--- config.mk ---
export PLATFORM = sky130hd
export DESIGN_NAME = decode_exec_stage
export DESIGN_NICKNAME = d
export VERILOG_FILES = /design/src/rtl/pipeline_pkg.sv /design/src/rtl/operand_bypass_mux.sv /design/src/rtl/decode_exec_stage.sv
export SDC_FILE = /design/constraint.sdc
export NUM_CORES = 1
export LEC_CHECK = 0
export CORE_AREA = 2 2 126 128
export DETAILED_ROUTE_END_ITERATION = 12
export DIE_AREA = 0 0 128 130
export PLACE_DENSITY_LB_ADDON = 0.05
export SLEW_MARGIN = 15
export SYNTH_ARGS = -nofsm -noshare
export SYNTH_HDL_FRONTEND = slang
export SYNTH_SLANG_ARGS = --single-unit
--- constraint.sdc ---
create_clock -name clock -period 4.46 [get_ports clock]
set_input_delay 0.669 -clock clock [delete_from_list [all_inputs] [get_ports clock]]
set_output_delay 0.669 -clock clock [all_outputs]
set_load 0.05 [all_outputs]
--- src/rtl/pipeline_pkg.sv ---
// Shared pipeline definitions for the decode/execute boundary.
//   ALU_CTRL_W   : width of the ALU function select
//   STALL_CNT_W  : width of the stall-bubble counter
//   exec_fields_t: every field latched into the execute stage
//   EXEC_BUBBLE  : the value loaded on reset, stall, flush or an invalid slot
package pipeline_pkg;

    localparam int ALU_CTRL_W  = 4;
    localparam int STALL_CNT_W = 16;

    typedef struct packed {
        logic                  valid;
        logic                  alu_op;
        logic                  imm_op;
        logic                  mem_op;
        logic                  write_op;
        logic [4:0]            rs_addr;
        logic [4:0]            rt_addr;
        logic [4:0]            rd_addr;
        logic [31:0]           rs_data;
        logic [31:0]           rt_data;
        logic [31:0]           imm;
        logic [ALU_CTRL_W-1:0] alu_ctrl;
    } exec_fields_t;

    // A bubble is an all-zero slot: invalid, no ops, register 0, zero data.
    localparam exec_fields_t EXEC_BUBBLE = '0;

endpackage

--- src/rtl/operand_bypass_mux.sv ---
// Operand source select for one register operand.
//   addr_i      : register address; register 0 always reads as zero
//   me_bypass_i : take the memory-stage ALU result (highest priority)
//   we_bypass_i : take the writeback data
//   mresult_i   : memory-stage ALU result
//   wb_data_i   : writeback data
//   rf_data_i   : register-file read data (used when no bypass applies)
//   data_o      : selected operand
module operand_bypass_mux (
    input  logic [4:0]  addr_i,
    input  logic        me_bypass_i,
    input  logic        we_bypass_i,
    input  logic [31:0] mresult_i,
    input  logic [31:0] wb_data_i,
    input  logic [31:0] rf_data_i,
    output logic [31:0] data_o
);

    // The newer result (memory stage) wins over the older one (writeback).
    always_comb begin
        data_o = rf_data_i;
        if (addr_i == 5'd0) begin
            data_o = 32'd0;
        end else if (me_bypass_i) begin
            data_o = mresult_i;
        end else if (we_bypass_i) begin
            data_o = wb_data_i;
        end
    end

endmodule

--- src/rtl/decode_exec_stage.sv ---
// Decode-to-execute pipeline register with operand bypassing.
//   clock, reset_n          : rising-edge clock, synchronous active-low reset
//   w_stall, w_flush        : hazard stall and branch squash of the decode slot
//   w_d*                    : decode-stage instruction fields
//   w_me_*/w_we_* bypass    : operand forwarding selects
//   w_mresult_32/w_wb_data_32: forwarding sources
//   w_e*                    : registered execute-stage fields
//   w_dhold                 : hold enable for upstream fetch/decode registers
//   w_stall_cnt_16          : saturating count of stall bubbles
//
// Pipeline control: a decode slot advances on every edge unless w_stall or
// w_flush is high. Flush discards the slot (bubble, no hold). Stall inserts a
// bubble and raises w_dhold so decode keeps the same instruction; it enters
// execute on the first unstalled edge with bypasses evaluated on that edge.
module decode_exec_stage
    import pipeline_pkg::*;
(
    input  logic                   clock,
    input  logic                   reset_n,
    input  logic                   w_stall,
    input  logic                   w_flush,
    input  logic                   w_dvalid,
    input  logic                   w_dalu_op,
    input  logic                   w_dimm_op,
    input  logic                   w_dmem_op,
    input  logic                   w_dwrite_op,
    input  logic [4:0]             w_drs_addr_5,
    input  logic [4:0]             w_drt_addr_5,
    input  logic [4:0]             w_drd_addr_5,
    input  logic [31:0]            w_drs_data_32,
    input  logic [31:0]            w_drt_data_32,
    input  logic [31:0]            w_dimm_32,
    input  logic [ALU_CTRL_W-1:0]  w_dalu_ctrl_4,
    input  logic                   w_me_rs_bypass,
    input  logic                   w_me_rt_bypass,
    input  logic                   w_we_rs_bypass,
    input  logic                   w_we_rt_bypass,
    input  logic [31:0]            w_mresult_32,
    input  logic [31:0]            w_wb_data_32,
    output logic                   w_evalid,
    output logic                   w_ealu_op,
    output logic                   w_eimm_op,
    output logic                   w_emem_op,
    output logic                   w_ewrite_op,
    output logic [4:0]             w_ers_addr_5,
    output logic [4:0]             w_ert_addr_5,
    output logic [4:0]             w_erd_addr_5,
    output logic [31:0]            w_ers_data_32,
    output logic [31:0]            w_ert_data_32,
    output logic [31:0]            w_eimm_32,
    output logic [ALU_CTRL_W-1:0]  w_ealu_ctrl_4,
    output logic                   w_dhold,
    output logic [STALL_CNT_W-1:0] w_stall_cnt_16
);

    exec_fields_t           ex_q, ex_d;
    logic [STALL_CNT_W-1:0] stall_cnt_q, stall_cnt_d;
    logic [31:0]            rs_sel, rt_sel;
    logic                   stall_bubble;

    operand_bypass_mux u_rs_mux (
        .addr_i      (w_drs_addr_5),
        .me_bypass_i (w_me_rs_bypass),
        .we_bypass_i (w_we_rs_bypass),
        .mresult_i   (w_mresult_32),
        .wb_data_i   (w_wb_data_32),
        .rf_data_i   (w_drs_data_32),
        .data_o      (rs_sel)
    );

    operand_bypass_mux u_rt_mux (
        .addr_i      (w_drt_addr_5),
        .me_bypass_i (w_me_rt_bypass),
        .we_bypass_i (w_we_rt_bypass),
        .mresult_i   (w_mresult_32),
        .wb_data_i   (w_wb_data_32),
        .rf_data_i   (w_drt_data_32),
        .data_o      (rt_sel)
    );

    // Stall only counts when flush is not squashing the slot anyway.
    assign stall_bubble = w_stall & ~w_flush;

    // Reset is synchronous, but hold must already be low while it is asserted.
    assign w_dhold = reset_n & stall_bubble;

    always_comb begin
        ex_d        = EXEC_BUBBLE;
        stall_cnt_d = stall_cnt_q;
        if (!w_flush && !w_stall && w_dvalid) begin
            ex_d.valid    = 1'b1;
            ex_d.alu_op   = w_dalu_op;
            ex_d.imm_op   = w_dimm_op;
            ex_d.mem_op   = w_dmem_op;
            ex_d.write_op = w_dwrite_op;
            ex_d.rs_addr  = w_drs_addr_5;
            ex_d.rt_addr  = w_drt_addr_5;
            ex_d.rd_addr  = w_drd_addr_5;
            ex_d.rs_data  = rs_sel;
            ex_d.rt_data  = rt_sel;
            ex_d.imm      = w_dimm_32;
            ex_d.alu_ctrl = w_dalu_ctrl_4;
        end
        if (stall_bubble && (stall_cnt_q != {STALL_CNT_W{1'b1}})) begin
            stall_cnt_d = stall_cnt_q + 1'b1;
        end
    end

    always_ff @(posedge clock) begin
        if (!reset_n) begin
            ex_q        <= EXEC_BUBBLE;
            stall_cnt_q <= '0;
        end else begin
            ex_q        <= ex_d;
            stall_cnt_q <= stall_cnt_d;
        end
    end

    assign w_evalid       = ex_q.valid;
    assign w_ealu_op      = ex_q.alu_op;
    assign w_eimm_op      = ex_q.imm_op;
    assign w_emem_op      = ex_q.mem_op;
    assign w_ewrite_op    = ex_q.write_op;
    assign w_ers_addr_5   = ex_q.rs_addr;
    assign w_ert_addr_5   = ex_q.rt_addr;
    assign w_erd_addr_5   = ex_q.rd_addr;
    assign w_ers_data_32  = ex_q.rs_data;
    assign w_ert_data_32  = ex_q.rt_data;
    assign w_eimm_32      = ex_q.imm;
    assign w_ealu_ctrl_4  = ex_q.alu_ctrl;
    assign w_stall_cnt_16 = stall_cnt_q;

endmodule

After elaboration in Yosys (flattened, before gate mapping)
Cells that the tools add are included.
{"block": "op_classes", "n_addsub": 1, "eq_ne": 1, "muxes": 7, "n_bitwise": 5, "n_reduce_logical": 10}
{"operator": "$mux 32", "n": 6}
{"operator": "$mux 120", "n": 1}
{"operator": "$add 16x1->16 const B", "n": 1}
{"operator": "$ne 16x16->1 const B", "n": 1}
{"operator": "$logic_not 5->1", "n": 2}
{"operator": "$reduce_or 3->1", "n": 2}
{"operator": "$logic_and 1x1->1", "n": 3}
{"operator": "$not 1->1", "n": 3}
{"operator": "$and 1x1->1", "n": 2}
{"operator": "$logic_not 1->1", "n": 2}
{"operator": "$reduce_and 2->1", "n": 1}
{"block": "word_totals", "reg_bits": 136, "input_bits": 192}

Longest topological paths before layout
{"block": "logic_depth", "ltp_word": 5, "mapped_depth": 6}

Hierarchy
From an unflattened synthesis, not the netlist that was laid out.
{"block": "hier_totals", "cells_unflattened": 573, "area_unflattened_um2": 5898.2}
{"module": "decode_exec_stage", "instances": 1, "cells_each": 355, "area_each_um2": 4041.4, "seq_area_each_um2": 2722.6}
{"module": "operand_bypass_mux", "instances": 2, "cells_each": 109, "area_each_um2": 928.4, "seq_area_each_um2": 0.0}

Worst setup path before layout
Ideal clock, no wire load.
{"block": "synth_timing", "kind": "input -> output", "from": "in reset_n", "to": "out w_dhold", "t_arrival_ps": 1548, "slack_ps": 2243, "stages": 3, "n_path_buf": 2, "path_cell_list": "buf_2 > clkbuf_1 > and2_1"}
{"block": "synth_between", "elab_chain_cells": 1}
{"element": "start: declaration", "line_no": "decode_exec_stage.sv:19", "text": "input logic reset_n,"}
{"element": "$and 1x1->1", "line_no": "decode_exec_stage.sv:85", "text": "assign w_dhold = reset_n & stall_bubble;"}
{"element": "end: declaration", "line_no": "decode_exec_stage.sv:52", "text": "output logic w_dhold,"}
Every way passes these cells.

Final worst setup path
{"block": "layout_timing", "from": "in w_stall", "to": "out w_dhold"}
{"block": "layout_between", "elab_chain_cells": 2}
{"element": "start: declaration", "line_no": "decode_exec_stage.sv:20", "text": "input logic w_stall,"}
{"element": "$and 1x1->1", "line_no": "decode_exec_stage.sv:82", "text": "assign stall_bubble = w_stall & ~w_flush;"}
{"element": "$and 1x1->1", "line_no": "decode_exec_stage.sv:85"}
Every way passes these cells.

==> flow_summary.ini <==
[cts]
cts_hold_buf = 0
clock_latency_ns = 0.41
root_buffer = clkbuf_16
cts_tree = yes
numCtsBuffers = 17
post-cts-setup-buffers = 0
clk_pin_slew_ns = 0.05
cts_sinks = 136
clk_path_buf_depth = 2
cts_resized = 0
htree_num_levels = 4

[floorplan]
die_w_um = 128
io_pins = 329
num_rows = 46
core_mm2 = 0.0154
die-area_mm2 = 0.0166
die_h_um = 130
start_util_pct = 34.8

[synth]
synth_most_common_cell = dfxtp_1
yosys_warnings = 0
synth_area_per_cell_um2 = 9.40
synth_commonest_cells = dfxtp_1 (136), nor2_1 (130), mux2i_1 (72)
synth_cells = 571
synth_edf_count = 0
yosysTopAreaCellShare_pct = 50.7
ys.flop_type = dfxtp_1
synth-xor-area-share_pct = 0
yosysTopAreaCell = dfxtp_1
synth-seq-cells = 136
synth_top_family_by_area = simple AND/OR/NAND/NOR gates
yosys.area_share.simple_pct = 24.0
synth_fa_ha_area_share_pct = 0.233
synth_area_leaders = dfxtp_1 (51%), mux2i_1 (13%), nor2_1 (9.1%), and2_1 (6.8%), a21oi_1 (6.1%)
yosysSeqAreaShare_pct = 50.7
synth_area_mm2 = 0.00537
synthMuxAreaShare_pct = 13.4
synth_compound_area_share_pct = 8.32
yosys.cell_types.count = 44
synthArstFlopShare_pct = 0
synth_nets = 764

[grt]
grt-ovfl-total = 0
grt_pass1_wl_mm = 27.5
track_usage_pct = 21.8
grt_pass1_vias = 5154
grt_antenna_before_repair = 0
grt_max_degree = 59

[cells_and_area]
area_delta_synth_final_pct = 74.1
layout-drive-gt1-share_pct = 6.23
final_nets = 1079
fillers = 1356
stdcell_area_mm2 = 0.00935
antennaDiodeCount = 0

[worst_setup_path]
critPathKind = in -> out
start_kind = input pin
end_kind = primary output
cp-startpoint = w_stall
cp.arrival_ns = 2.44
worstPathMaxFanout = 4
crit_required_ns = 3.79
reg2reg_from = w_stall_cnt_16[0]$_SDFFE_PN0P_

[place]
placed_cell_area_mm2 = 0.00874
portBuffers = 328
dp_hpwl_mm = 14.1
gp_congestion = 0.843

[timing]
fmax_ghz = 0.322
rsz0062_at_grt = false
finalMaxSlewViolations = 0
finalCritPeriodShare_pct = 69.7
hold_ws_ns = 0.513
final.min_clock_period_ns = 3.11
setup_violations = 0
tightest_slew_ns = 1.10
skew_ns = 0.00393
final.setup.tns_ns = 0
max-slew-margin-rel_pct = 26.4
hold_viol = 0

[drt]
vias = 5256
wl_per_cell_um = 17.3
totalWireLength_mm = 18.8
drt_iter0_drc = 164
wl_met2_mm = 9.46
drt-pass1-iter-count = 4
drtAntennaViolNets = 0
dr.max_layer_used = met4
drc_errors = 0
dr_wl_met3_mm = 1.78
via_per_inst = 4.82
met1_length_mm = 7.32

[power_and_ir_drop]
total_leakage_power_nw = 3.72
powerDensity_mw_per_mm2 = 332
switching_share_pct = 24.2
internal_power_w = 0.00236
total_power_w = 0.00311
seqPwrFrac_pct = 39.9
combinationalPowerShare_pct = 14.2
ir_worst_vdd_mv = 0.256
switchingPower_w = 0.000752
clockPowerShare_pct = 45.8

[flow_run]
drv_cap = 0

[hold_path]
hold_path.startpoint = w_stall_cnt_16[14]$_SDFFE_PN0P_
hp-class = reg -> reg

[run_status]
outcome = finished clean
## cells in the final DEF (no fill, tap or decap), types with 3 or more instances in the layout
master	synthesis	routed
o21ai_0	3	3
mux2i_1	72	72
clkbuf_16	0	17
clkinv_2	0	3
and2_1	58	58
dfxtp_1	136	136
clkinv_4	0	5
clkdlybuf4s50_1	0	324
nor2_1	130	130
buf_4	6	4
a31oi_1	3	3
nand2_1	17	17
bufinv_16	0	3
a21oi_1	65	65
nand2b_1	7	7
buf_2	7	4
## power groups by stage
| stage | combinational, W | clock [W] | sequential [W] |
|---|---|---|---|
| after floorplan | 0.000131 | 0 | 0.00134 |
| after global placement | 0.000439 | 0 | 0.00127 |
| after detailed placement | 0.000445 | 0 | 0.00127 |
| after CTS | 0.000447 | 0.00145 | 0.00124 |
| after global routing | 0.000474 | 0.00150 | 0.00124 |
| final | 0.000443 | 0.00142 | 0.00124 |
## worst paths after layout
check	endpoint	slack [ns]	cells after the start
setup / recovery	w_dhold	1.35	4
hold / removal	w_stall_cnt_16[14]$_SDFFE_PN0P_	0.51	2
setup reg to reg	w_stall_cnt_16[14]$_SDFFE_PN0P_	2.72	5
hold reg to reg	w_stall_cnt_16[14]$_SDFFE_PN0P_	0.51	2
## layout make-up
cell class                      instances  area, um2  share of cell area, %
Inverter                                2       7.51                 0.0803
Clock buffer                           18        429                   4.59
Clock inverter                         14        174                   1.86
Multi-Input combinational cell        397       2480                   26.5
Tap cell                              192        240                   2.57
Timing Repair Buffer                  332       3290                   35.2
Sequential cell                       136       2720                   29.1
## cells by family after synthesis
logic type               Yosys count
flip-flops                       136
buffers and inverters             38
adder cells (fa/ha/maj)            1
AND/OR/NAND/NOR                  243
AO/OA/AOI/OAI                     81
multiplexers                      72
## sequential cells by signal, summed over array words and instances (netlist names)
| register | count |
|---|---|
| w_eimm_op | 1 |
| w_ert_addr_5 | 5 |
| w_emem_op | 1 |
| w_eimm_32 | 32 |
| w_ers_addr_5 | 5 |
| w_ealu_ctrl_4 | 4 |
| w_ert_data_32 | 32 |
| w_stall_cnt_16 | 16 |
| w_evalid | 1 |
| w_ewrite_op | 1 |
| w_erd_addr_5 | 5 |
| w_ers_data_32 | 32 |
| w_ealu_op | 1 |
## per-layer routing
layer / global-route usage, % / up-vias
met3: 8.90 / 21
met4: 7.43 / 0
met5: 0 / -
met2: 38.8 / 235
met1: 23.6 / 2452
li1: - / 2548
## stage by stage
stage	utilization [%]	std cells	worst slack, ns
2_1_floorplan	-	571	2.24
4_1_cts	60.6	1091	1.36
3_5_place_dp	56.7	1059	1.37
5_1_grt	60.6	1091	1.30
3_3_place_gp	56.7	1059	1.39
6_report	60.6	1091	1.35
## critical path, cell delays in order
cell             delay [ns]
clkdlybuf4s50_1        0.57
nor2b_1                0.25
and2_1                 0.16
clkdlybuf4s50_1        0.80
(Power assumes the default switching activity.)
